===== config.mk =====
export PLATFORM = sky130hd
export DESIGN_NAME = bids22_host_seq_flat
export DESIGN_NICKNAME = d
export VERILOG_FILES = /design/src/rtl/bids22_pkg.sv /design/src/rtl/bids22_host_seq_if.sv /design/src/rtl/bids22_seq_cnt.sv /design/src/rtl/bids22_host_seq.sv /design/src/flat_wrapper.sv
export SDC_FILE = /design/constraint.sdc
export NUM_CORES = 1
export LEC_CHECK = 0
export ABC_CLOCK_PERIOD_IN_PS = 2650
export BUFFER_PORTS_ARGS = -buffer_cell sky130_fd_sc_hd__clkbuf_2
export CORE_ASPECT_RATIO = 1.2
export CORE_UTILIZATION = 35
export DETAILED_ROUTE_END_ITERATION = 16
export PLACE_DENSITY_LB_ADDON = 0.3
export SYNTH_ARGS = -nofsm -noshare
export SYNTH_HDL_FRONTEND = slang
export SYNTH_SLANG_ARGS = --single-unit

===== constraint.sdc =====
create_clock -name clk -period 2.65 [get_ports clk]
set_input_delay 0.53 -clock clk [delete_from_list [all_inputs] [get_ports clk]]
set_output_delay 0.53 -clock clk [all_outputs]
set_load 0.02 [all_outputs]

===== src/rtl/bids22_pkg.sv =====
// Shared types for the bids22 host sequencer: opcodes, sequencer states,
// result encodings and the command-table / winner decode helpers.
package bids22_pkg;

  typedef enum logic [3:0] {
    OP_NOOP       = 4'd0,
    OP_UNLOCK     = 4'd1,
    OP_LOCK       = 4'd2,
    OP_LOADX      = 4'd3,
    OP_LOADY      = 4'd4,
    OP_LOADZ      = 4'd5,
    OP_SETXYZMASK = 4'd6,
    OP_SETTIMER   = 4'd7,
    OP_BIDCHARGE  = 4'd8
  } bids22_op_e;

  typedef enum logic [2:0] {
    S_IDLE       = 3'd0,
    S_CMD        = 3'd1,
    S_ROUND      = 3'd2,
    S_ENDWAIT    = 3'd3,
    S_UNLOCK     = 3'd4,
    S_UNLOCK_CHK = 3'd5,
    S_BACKOFF    = 3'd6,
    S_FIN        = 3'd7
  } seq_state_e;

  localparam logic [1:0] RES_OK          = 2'd0;
  localparam logic [1:0] RES_CMD_ERR     = 2'd1;
  localparam logic [1:0] RES_UNLOCK_FAIL = 2'd2;
  localparam logic [1:0] RES_TIMEOUT     = 2'd3;

  localparam logic [1:0] WIN_NONE = 2'd0;
  localparam logic [1:0] WIN_X    = 2'd1;
  localparam logic [1:0] WIN_Y    = 2'd2;
  localparam logic [1:0] WIN_Z    = 2'd3;

  localparam logic [2:0] CMD_LAST = 3'd6;

  // Command table: index 0..6 walks the configuration sequence ending in Lock.
  function automatic bids22_op_e cmd_op(input logic [2:0] idx);
    case (idx)
      3'd0:    return OP_LOADX;
      3'd1:    return OP_LOADY;
      3'd2:    return OP_LOADZ;
      3'd3:    return OP_SETXYZMASK;
      3'd4:    return OP_SETTIMER;
      3'd5:    return OP_BIDCHARGE;
      3'd6:    return OP_LOCK;
      default: return OP_NOOP;
    endcase
  endfunction

  // Only a strictly one-hot win vector names a winner.
  function automatic logic [1:0] winner_code(input logic x, input logic y, input logic z);
    case ({x, y, z})
      3'b100:  return WIN_X;
      3'b010:  return WIN_Y;
      3'b001:  return WIN_Z;
      default: return WIN_NONE;
    endcase
  endfunction

endpackage


===== src/rtl/bids22_host_seq_if.sv =====
// Command/result port between the host sequencer (master) and bids22 (slave).
interface bids22_host_seq_if;
  logic [3:0]  C_op;
  logic [31:0] C_data;
  logic        C_start;
  logic        ready;
  logic [1:0]  err;
  logic        roundOver;
  logic [31:0] maxBid;
  logic        X_win;
  logic        Y_win;
  logic        Z_win;

  modport master (
    output C_op, C_data, C_start,
    input  ready, err, roundOver, maxBid, X_win, Y_win, Z_win
  );

  modport slave (
    input  C_op, C_data, C_start,
    output ready, err, roundOver, maxBid, X_win, Y_win, Z_win
  );
endinterface


===== src/rtl/bids22_seq_cnt.sv =====
// Loadable 32-bit down-counter with zero flag, time-shared between the round
// length, the unlock back-off and the optional roundOver watchdog.
module bids22_seq_cnt (
  input  logic        clk,
  input  logic        reset_n,
  input  logic        load,
  input  logic [31:0] load_val,
  input  logic        dec,
  output logic        zero
);

  logic [31:0] count_r;

  // Load has priority; decrement saturates at zero so a huge load never wraps.
  always_ff @(posedge clk or negedge reset_n) begin
    if (!reset_n) begin
      count_r <= 32'd0;
    end else if (load) begin
      count_r <= load_val;
    end else if (dec && (count_r != 32'd0)) begin
      count_r <= count_r - 32'd1;
    end else begin
      count_r <= count_r;
    end
  end

  assign zero = (count_r == 32'd0);

endmodule


===== src/rtl/bids22_host_seq.sv =====
// Host command sequencer for bids22: configure, lock, run one round, capture the
// result, unlock with bounded retry. Define BIDS22_SEQ_TIMEOUT_EN for the roundOver watchdog.
module bids22_host_seq
  import bids22_pkg::*;
#(
  parameter int ROUND_CYCLES   = 16,
  parameter int UNLOCK_RETRIES = 2,
  parameter int TIMEOUT_CYCLES = 64
) (
  input  logic                      clk,
  input  logic                      reset_n,
  input  logic                      go,
  input  logic [31:0]               cfg_x_bal,
  input  logic [31:0]               cfg_y_bal,
  input  logic [31:0]               cfg_z_bal,
  input  logic [2:0]                cfg_mask,
  input  logic [31:0]               cfg_timer,
  input  logic [31:0]               cfg_bid_cost,
  input  logic [31:0]               cfg_key,
  bids22_host_seq_if.master         bus,
  output logic                      busy,
  output logic                      done,
  output logic [31:0]               res_maxbid,
  output logic [1:0]                res_winner,
  output logic [1:0]                res_status
);

  localparam logic [31:0] ROUND_LOAD = 32'(ROUND_CYCLES - 1);
  localparam logic [7:0]  RETRY_MAX  = 8'(UNLOCK_RETRIES);
`ifdef BIDS22_SEQ_TIMEOUT_EN
  localparam logic [31:0] TIMEOUT_LOAD = 32'(TIMEOUT_CYCLES - 1);
`endif

  seq_state_e  state_r;
  logic [2:0]  idx_r;
  logic        chk_r;
  logic [7:0]  retry_r;
  bids22_op_e  c_op_r;
  logic [31:0] c_data_r;
  logic        c_start_r;
  logic        busy_r;
  logic        done_r;
  logic [31:0] res_maxbid_r;
  logic [1:0]  res_winner_r;
  logic [1:0]  res_status_r;
  logic [31:0] y_bal_r;
  logic [31:0] z_bal_r;
  logic [2:0]  mask_r;
  logic [31:0] timer_r;
  logic [31:0] cost_r;
  logic [31:0] key_r;

  logic [2:0]  nxt_idx_s;
  logic [31:0] nxt_data_s;
  logic        cnt_load_s;
  logic [31:0] cnt_val_s;
  logic        cnt_dec_s;
  logic        cnt_zero_s;

  bids22_seq_cnt u_cnt (
    .clk      (clk),
    .reset_n  (reset_n),
    .load     (cnt_load_s),
    .load_val (cnt_val_s),
    .dec      (cnt_dec_s),
    .zero     (cnt_zero_s)
  );

  // Payload for the command following the current one (LoadX comes straight from cfg at go).
  always_comb begin
    nxt_idx_s  = idx_r + 3'd1;
    nxt_data_s = 32'd0;
    case (nxt_idx_s)
      3'd1:    nxt_data_s = y_bal_r;
      3'd2:    nxt_data_s = z_bal_r;
      3'd3:    nxt_data_s = {29'd0, mask_r};
      3'd4:    nxt_data_s = timer_r;
      3'd5:    nxt_data_s = cost_r;
      3'd6:    nxt_data_s = key_r;
      default: nxt_data_s = 32'd0;
    endcase
  end

  // Counter steering. The unlock check cycle is the first back-off cycle, so loading
  // cfg_timer gives cfg_timer+2 idle cycles between Unlock attempts without any +2 overflow.
  always_comb begin
    cnt_load_s = 1'b0;
    cnt_val_s  = 32'd0;
    cnt_dec_s  = 1'b0;
    case (state_r)
      S_CMD: begin
        if (chk_r && (bus.err == 2'b00) && (idx_r == CMD_LAST)) begin
          cnt_load_s = 1'b1;
          cnt_val_s  = ROUND_LOAD;
        end else begin
          cnt_load_s = 1'b0;
        end
      end
      S_ROUND: begin
        if (cnt_zero_s) begin
`ifdef BIDS22_SEQ_TIMEOUT_EN
          cnt_load_s = 1'b1;
          cnt_val_s  = TIMEOUT_LOAD;
`else
          cnt_load_s = 1'b0;
`endif
        end else begin
          cnt_dec_s = 1'b1;
        end
      end
      S_ENDWAIT: begin
`ifdef BIDS22_SEQ_TIMEOUT_EN
        cnt_dec_s = 1'b1;
`else
        cnt_dec_s = 1'b0;
`endif
      end
      S_UNLOCK_CHK: begin
        if (bus.err != 2'b00) begin
          cnt_load_s = 1'b1;
          cnt_val_s  = timer_r;
        end else begin
          cnt_load_s = 1'b0;
        end
      end
      S_BACKOFF: cnt_dec_s = 1'b1;
      default:   cnt_dec_s = 1'b0;
    endcase
  end

  // Sequencer FSM with all bus and result outputs registered.
  always_ff @(posedge clk or negedge reset_n) begin
    if (!reset_n) begin
      state_r      <= S_IDLE;
      idx_r        <= 3'd0;
      chk_r        <= 1'b0;
      retry_r      <= 8'd0;
      c_op_r       <= OP_NOOP;
      c_data_r     <= 32'd0;
      c_start_r    <= 1'b0;
      busy_r       <= 1'b0;
      done_r       <= 1'b0;
      res_maxbid_r <= 32'd0;
      res_winner_r <= WIN_NONE;
      res_status_r <= RES_OK;
      y_bal_r      <= 32'd0;
      z_bal_r      <= 32'd0;
      mask_r       <= 3'd0;
      timer_r      <= 32'd0;
      cost_r       <= 32'd0;
      key_r        <= 32'd0;
    end else begin
      done_r <= 1'b0;
      case (state_r)
        S_IDLE: begin
          if (go) begin
            y_bal_r      <= cfg_y_bal;
            z_bal_r      <= cfg_z_bal;
            mask_r       <= cfg_mask;
            timer_r      <= cfg_timer;
            cost_r       <= cfg_bid_cost;
            key_r        <= cfg_key;
            res_maxbid_r <= 32'd0;
            res_winner_r <= WIN_NONE;
            res_status_r <= RES_OK;
            retry_r      <= 8'd0;
            idx_r        <= 3'd0;
            chk_r        <= 1'b0;
            c_op_r       <= cmd_op(3'd0);
            c_data_r     <= cfg_x_bal;
            busy_r       <= 1'b1;
            state_r      <= S_CMD;
          end else begin
            state_r <= S_IDLE;
          end
        end
        S_CMD: begin
          if (!chk_r) begin
            if (bus.ready) begin
              c_op_r <= OP_NOOP;
              chk_r  <= 1'b1;
            end else begin
              chk_r <= 1'b0;
            end
          end else if (bus.err != 2'b00) begin
            res_status_r <= RES_CMD_ERR;
            chk_r        <= 1'b0;
            busy_r       <= 1'b0;
            done_r       <= 1'b1;
            state_r      <= S_FIN;
          end else if (idx_r == CMD_LAST) begin
            chk_r     <= 1'b0;
            c_start_r <= 1'b1;
            state_r   <= S_ROUND;
          end else begin
            chk_r    <= 1'b0;
            idx_r    <= nxt_idx_s;
            c_op_r   <= cmd_op(nxt_idx_s);
            c_data_r <= nxt_data_s;
          end
        end
        S_ROUND: begin
          if (cnt_zero_s) begin
            c_start_r <= 1'b0;
            state_r   <= S_ENDWAIT;
          end else begin
            state_r <= S_ROUND;
          end
        end
        S_ENDWAIT: begin
          if (bus.roundOver) begin
            res_maxbid_r <= bus.maxBid;
            res_winner_r <= winner_code(bus.X_win, bus.Y_win, bus.Z_win);
            c_op_r       <= OP_UNLOCK;
            c_data_r     <= key_r;
            state_r      <= S_UNLOCK;
`ifdef BIDS22_SEQ_TIMEOUT_EN
          end else if (cnt_zero_s) begin
            res_status_r <= RES_TIMEOUT;
            res_winner_r <= WIN_NONE;
            c_op_r       <= OP_UNLOCK;
            c_data_r     <= key_r;
            state_r      <= S_UNLOCK;
`endif
          end else begin
            state_r <= S_ENDWAIT;
          end
        end
        S_UNLOCK: begin
          if (bus.ready) begin
            c_op_r  <= OP_NOOP;
            state_r <= S_UNLOCK_CHK;
          end else begin
            state_r <= S_UNLOCK;
          end
        end
        S_UNLOCK_CHK: begin
          if (bus.err == 2'b00) begin
            busy_r  <= 1'b0;
            done_r  <= 1'b1;
            state_r <= S_FIN;
          end else if (retry_r < RETRY_MAX) begin
            retry_r <= retry_r + 8'd1;
            state_r <= S_BACKOFF;
          end else begin
            res_status_r <= RES_UNLOCK_FAIL;
            busy_r       <= 1'b0;
            done_r       <= 1'b1;
            state_r      <= S_FIN;
          end
        end
        S_BACKOFF: begin
          if (cnt_zero_s) begin
            c_op_r   <= OP_UNLOCK;
            c_data_r <= key_r;
            state_r  <= S_UNLOCK;
          end else begin
            state_r <= S_BACKOFF;
          end
        end
        S_FIN: begin
          state_r <= S_IDLE;
        end
        default: begin
          c_op_r    <= OP_NOOP;
          c_start_r <= 1'b0;
          busy_r    <= 1'b0;
          state_r   <= S_IDLE;
        end
      endcase
    end
  end

  assign bus.C_op    = c_op_r;
  assign bus.C_data  = c_data_r;
  assign bus.C_start = c_start_r;
  assign busy        = busy_r;
  assign done        = done_r;
  assign res_maxbid  = res_maxbid_r;
  assign res_winner  = res_winner_r;
  assign res_status  = res_status_r;

endmodule

===== src/flat_wrapper.sv =====
// flat-port wrapper written by rule: the top's interface ports become plain ports
module bids22_host_seq_flat import bids22_pkg::*;
#(
  parameter int ROUND_CYCLES   = 16,
  parameter int UNLOCK_RETRIES = 2,
  parameter int TIMEOUT_CYCLES = 64
)
  (clk, reset_n, go, cfg_x_bal, cfg_y_bal, cfg_z_bal, cfg_mask, cfg_timer, cfg_bid_cost, cfg_key, busy, done, res_maxbid, res_winner, res_status, bus_C_op, bus_C_data, bus_C_start, bus_ready, bus_err, bus_roundOver, bus_maxBid, bus_X_win, bus_Y_win, bus_Z_win);
  bids22_host_seq_if bus_i ();
  input  logic clk;
  input  logic reset_n;
  input  logic go;
  input  logic [31:0] cfg_x_bal;
  input  logic [31:0] cfg_y_bal;
  input  logic [31:0] cfg_z_bal;
  input  logic [2:0] cfg_mask;
  input  logic [31:0] cfg_timer;
  input  logic [31:0] cfg_bid_cost;
  input  logic [31:0] cfg_key;
  output logic busy;
  output logic done;
  output logic [31:0] res_maxbid;
  output logic [1:0] res_winner;
  output logic [1:0] res_status;
  output wire logic [$bits(bus_i.C_op)-1:0] bus_C_op;
  output wire logic [$bits(bus_i.C_data)-1:0] bus_C_data;
  output wire logic [$bits(bus_i.C_start)-1:0] bus_C_start;
  input wire logic [$bits(bus_i.ready)-1:0] bus_ready;
  input wire logic [$bits(bus_i.err)-1:0] bus_err;
  input wire logic [$bits(bus_i.roundOver)-1:0] bus_roundOver;
  input wire logic [$bits(bus_i.maxBid)-1:0] bus_maxBid;
  input wire logic [$bits(bus_i.X_win)-1:0] bus_X_win;
  input wire logic [$bits(bus_i.Y_win)-1:0] bus_Y_win;
  input wire logic [$bits(bus_i.Z_win)-1:0] bus_Z_win;
  assign bus_C_op = bus_i.C_op;
  assign bus_C_data = bus_i.C_data;
  assign bus_C_start = bus_i.C_start;
  assign bus_i.ready = bus_ready;
  assign bus_i.err = bus_err;
  assign bus_i.roundOver = bus_roundOver;
  assign bus_i.maxBid = bus_maxBid;
  assign bus_i.X_win = bus_X_win;
  assign bus_i.Y_win = bus_Y_win;
  assign bus_i.Z_win = bus_Z_win;
  bids22_host_seq #(.ROUND_CYCLES(ROUND_CYCLES), .UNLOCK_RETRIES(UNLOCK_RETRIES), .TIMEOUT_CYCLES(TIMEOUT_CYCLES)) u_core (.clk(clk), .reset_n(reset_n), .go(go), .cfg_x_bal(cfg_x_bal), .cfg_y_bal(cfg_y_bal), .cfg_z_bal(cfg_z_bal), .cfg_mask(cfg_mask), .cfg_timer(cfg_timer), .cfg_bid_cost(cfg_bid_cost), .cfg_key(cfg_key), .bus(bus_i), .busy(busy), .done(done), .res_maxbid(res_maxbid), .res_winner(res_winner), .res_status(res_status));
endmodule

==> metrics.txt <==
nets approximately 2100; TritonCTS buffer count 30; antenna viol nets, final 0; drc violations 0; Port-buffer cells 311; Worst EP required 3.10 ns; Post-synth ARST share 1.00; CP Max Fanout 11; sequential share of the synthesized area 0.518; Vias/cell between 5 and 6; ys flop type dfrtp_1; die area between 0.04 and 0.05 mm2; Setup crit end kind register; Avg Synthesized Cell Area ~9 um2; Ant. Diodes 0; share of cells above drive strength 1 0.265; Post-synth EDFFs 0; final worst-path cycle share 0.973; RSZ-0062 raised after global routing yes; Cell variety after synth between 70 and 80; DP HPWL approximately 33 mm; Pwr Density around 1200 mW/mm2; fin util 0.447; CTS tree done; Peak VDD IR approximately 0.55 mV; detailed router's first-iteration violation count roughly 1100; Pleak a little under 9 nW; total number of vias 12607; post-route insts no fill 2384; Worst-Margin Slew about 0.83 ns; largest net degree at the start of global routing 172; Die Ht around 220 um; Max Clock Skew 0.0140 ns; Cells after Synth between 1500 and 2000; hold_ws about 0.15 ns; Rel. slew slack 0.444; Sinks on Clock Net 285; # IOs 312; Synth warnings 0; first-pass GRT wire length about 70 mm; Synth Register Bits 285; clk buf depth 3; Clk pin slew, worst setup/hold paths about 0.06 ns; Root Buffer clkbuf_16; min-delay worst type in -> reg; MaxCap Viol Count 0; worst skew pair latency approximately 0.57 ns; core area slightly below 0.04 mm2; final instance area between 0.015 and 0.02 mm2; crit path time final between 2 and 3 ns; Routed Wire Length approximately 46 mm; Crit. Startpoint u_core.u_cnt.count_r[21]; WHS Path Cells 3; Fmax about 390 MHz; GRT Resource Usage Total 0.227; Arr. time, crit path between 3 and 4 ns; antenna violations before repair 0; gpl congestion between 0.8 and 0.9; crit start category register; Area after DPL roughly 0.016 mm2; Hold Crit Start cfg_z_bal[17]; post-synth net total approximately 1800; number of max-slew violations in the final report 0; final hold vios 0; postcts setup bufs 0; count of final setup violators 0; Layout area overhead 25.9%; Crit Reg-Reg Startpoint u_core.u_cnt.count_r[21]; overall die width around 180 um; synthesized area between 0.01 and 0.015 mm2; Synth area leaders dfrtp_1, nand2_1, o21ai_0; FF-to-FF path depth 6; drt wl/cell between 15 and 20 um; vias in the first global route between 10000 and 15000; critical path type reg -> reg; total global routing overflow 0; H-tree depth 1; area fraction of the dominant cell type after synthesis 0.518; Post-Route Setup TNS 0 ns; row cnt just under 80; First-pass DRT Iterations 6; initial core utilization 0.355; Inst Count DP around 2300; status finished clean; area leader, netlist dfrtp_1
-- state kept, by name, summed over array words and instances (netlist names) --
signal and flops:
u_core.bus.C_data 32, u_core.cost_r 32, u_core.key_r 32, u_core.res_maxbid 32
u_core.timer_r 32, u_core.u_cnt.count_r 32, u_core.y_bal_r 32, u_core.z_bal_r 32
u_core.retry_r 8, u_core.bus.C_op 4, u_core.idx_r 3, u_core.mask_r 3
u_core.state_r 3, u_core.res_status 2, u_core.res_winner 2, u_core.bus.C_start 1
u_core.busy 1, u_core.chk_r 1, u_core.done 1
-- final timing paths --
kind / endpoint / slack [ns]
worst max register to register: u_core.u_cnt.count_r[29] / 0.07
worst min register to register: u_core.y_bal_r[2] / 0.48
worst min-delay path: u_core.z_bal_r[17] / 0.15
min in group asynchronous: u_core.timer_r[10] / 0.47
worst max-delay path: u_core.u_cnt.count_r[29] / 0.07
max in group asynchronous: u_core.busy / 1.33
-- metrics by stage --
step           setup WS (ns)  power, W
6_report              0.0704    0.0201
5_1_grt             -0.00890    0.0214
4_1_cts              0.00561    0.0201
3_5_place_dp         -0.0185    0.0155
3_3_place_gp          0.0841    0.0154
2_1_floorplan         0.0232    0.0123
-- routing by layer --
| layer | share of wire | global-route usage | up-vias |
|---|---|---|---|
| li1 | - | - | 5940 |
| met1 | 0.44 | 0.318 | 6075 |
| met2 | 0.46 | 0.359 | 516 |
| met3 | 0.070 | 0.0324 | 76 |
| met4 | 0.029 | 0.0814 | 0 |
| met5 | 0 | 0 | - |
-- cell type report --
class	instances	area, um2
multi-input cells	1116	6150
clock buffers	40	890
repair buffers	381	2250
fillers	3836	21400
inverters	21	78.8
well taps	526	658
clock inverters	15	175
flip-flops and latches	285	7130
-- layout by cell type (no fill, tap or decap), types with 4 or more instances in the layout --
cell type	synthesis	final
a21oi_1	14	14
a221o_1	31	31
a222oi_1	32	32
a22oi_1	40	40
a2bb2oi_1	5	5
a31oi_1	6	6
and3_1	36	36
buf_12	0	12
buf_4	1	56
bufinv_16	0	4
clkbuf_16	0	31
clkbuf_2	0	310
clkbuf_8	0	8
clkinv_2	0	11
dfrtp_1	285	285
ha_1	12	9
inv_1	21	21
mux2_2	4	4
mux2_4	28	28
mux2i_1	6	6
nand2_1	601	600
nand3_1	22	22
nand4_1	5	5
nor2_1	31	30
nor2b_1	10	10
nor3_1	15	14
nor4_1	12	12
o211ai_1	6	6
o21a_1	6	6
o21ai_0	94	93
o22ai_1	12	12
o2bb2a_1	4	4
o311ai_0	7	7
o31ai_1	5	5
o41ai_1	4	4
or3_1	9	9
or4_1	8	8
-- repair_timing --
| item | CTS | global route |
|---|---|---|
| setup endpoints to repair | 9 | 28 |
| hold buffers | 1 | 0 |
| pin swaps | 0 | 1 |
| hold endpoints to repair | 40 | 0 |
| gates cloned | 0 | 0 |
| gates resized for setup | 1 | 6 |
-- cell families after synthesis --
| family | share of synthesized area |
|---|---|
| and+or+nand+nor | 0.235 |
| AOI/OAI and AO/OA | 0.158 |
| DFF | 0.518 |
| buffers and inverters | 0.0381 |
| muxes | 0.0382 |
| adders and majority gates | 0.0109 |
| xor gates and xnor gates | 0.00127 |
-- report_power, final --
part | internal [W] | leakage, nW | switching [W]
logic | 0.00336 | 4.68 | 0.00461
clock network | 0.00273 | 0.540 | 0.00177
registers | 0.00605 | 3.65 | 0.00163
-- cells in the mapped netlist (14+ instances only) --
library cell	instances
o21ai_0	94
a222oi_1	32
nor2_1	31
a221o_1	31
nand3_1	22
nor3_1	15
mux2_4	28
a22oi_1	40
nand2_1	601
clkbuf_1	94
and3_1	36
inv_1	21
a21oi_1	14
dfrtp_1	285
-- worst max-delay path, cell delays in order, from the launching register on --
cell and delay (ns):
dfrtp_1 0.37, or4_1 0.55, or4_4 0.59, o31ai_4 0.31
buf_4 0.23, a22oi_1 0.11, o2bb2a_1 0.30
No activity file was read; power rests on OpenSTA's default activity.
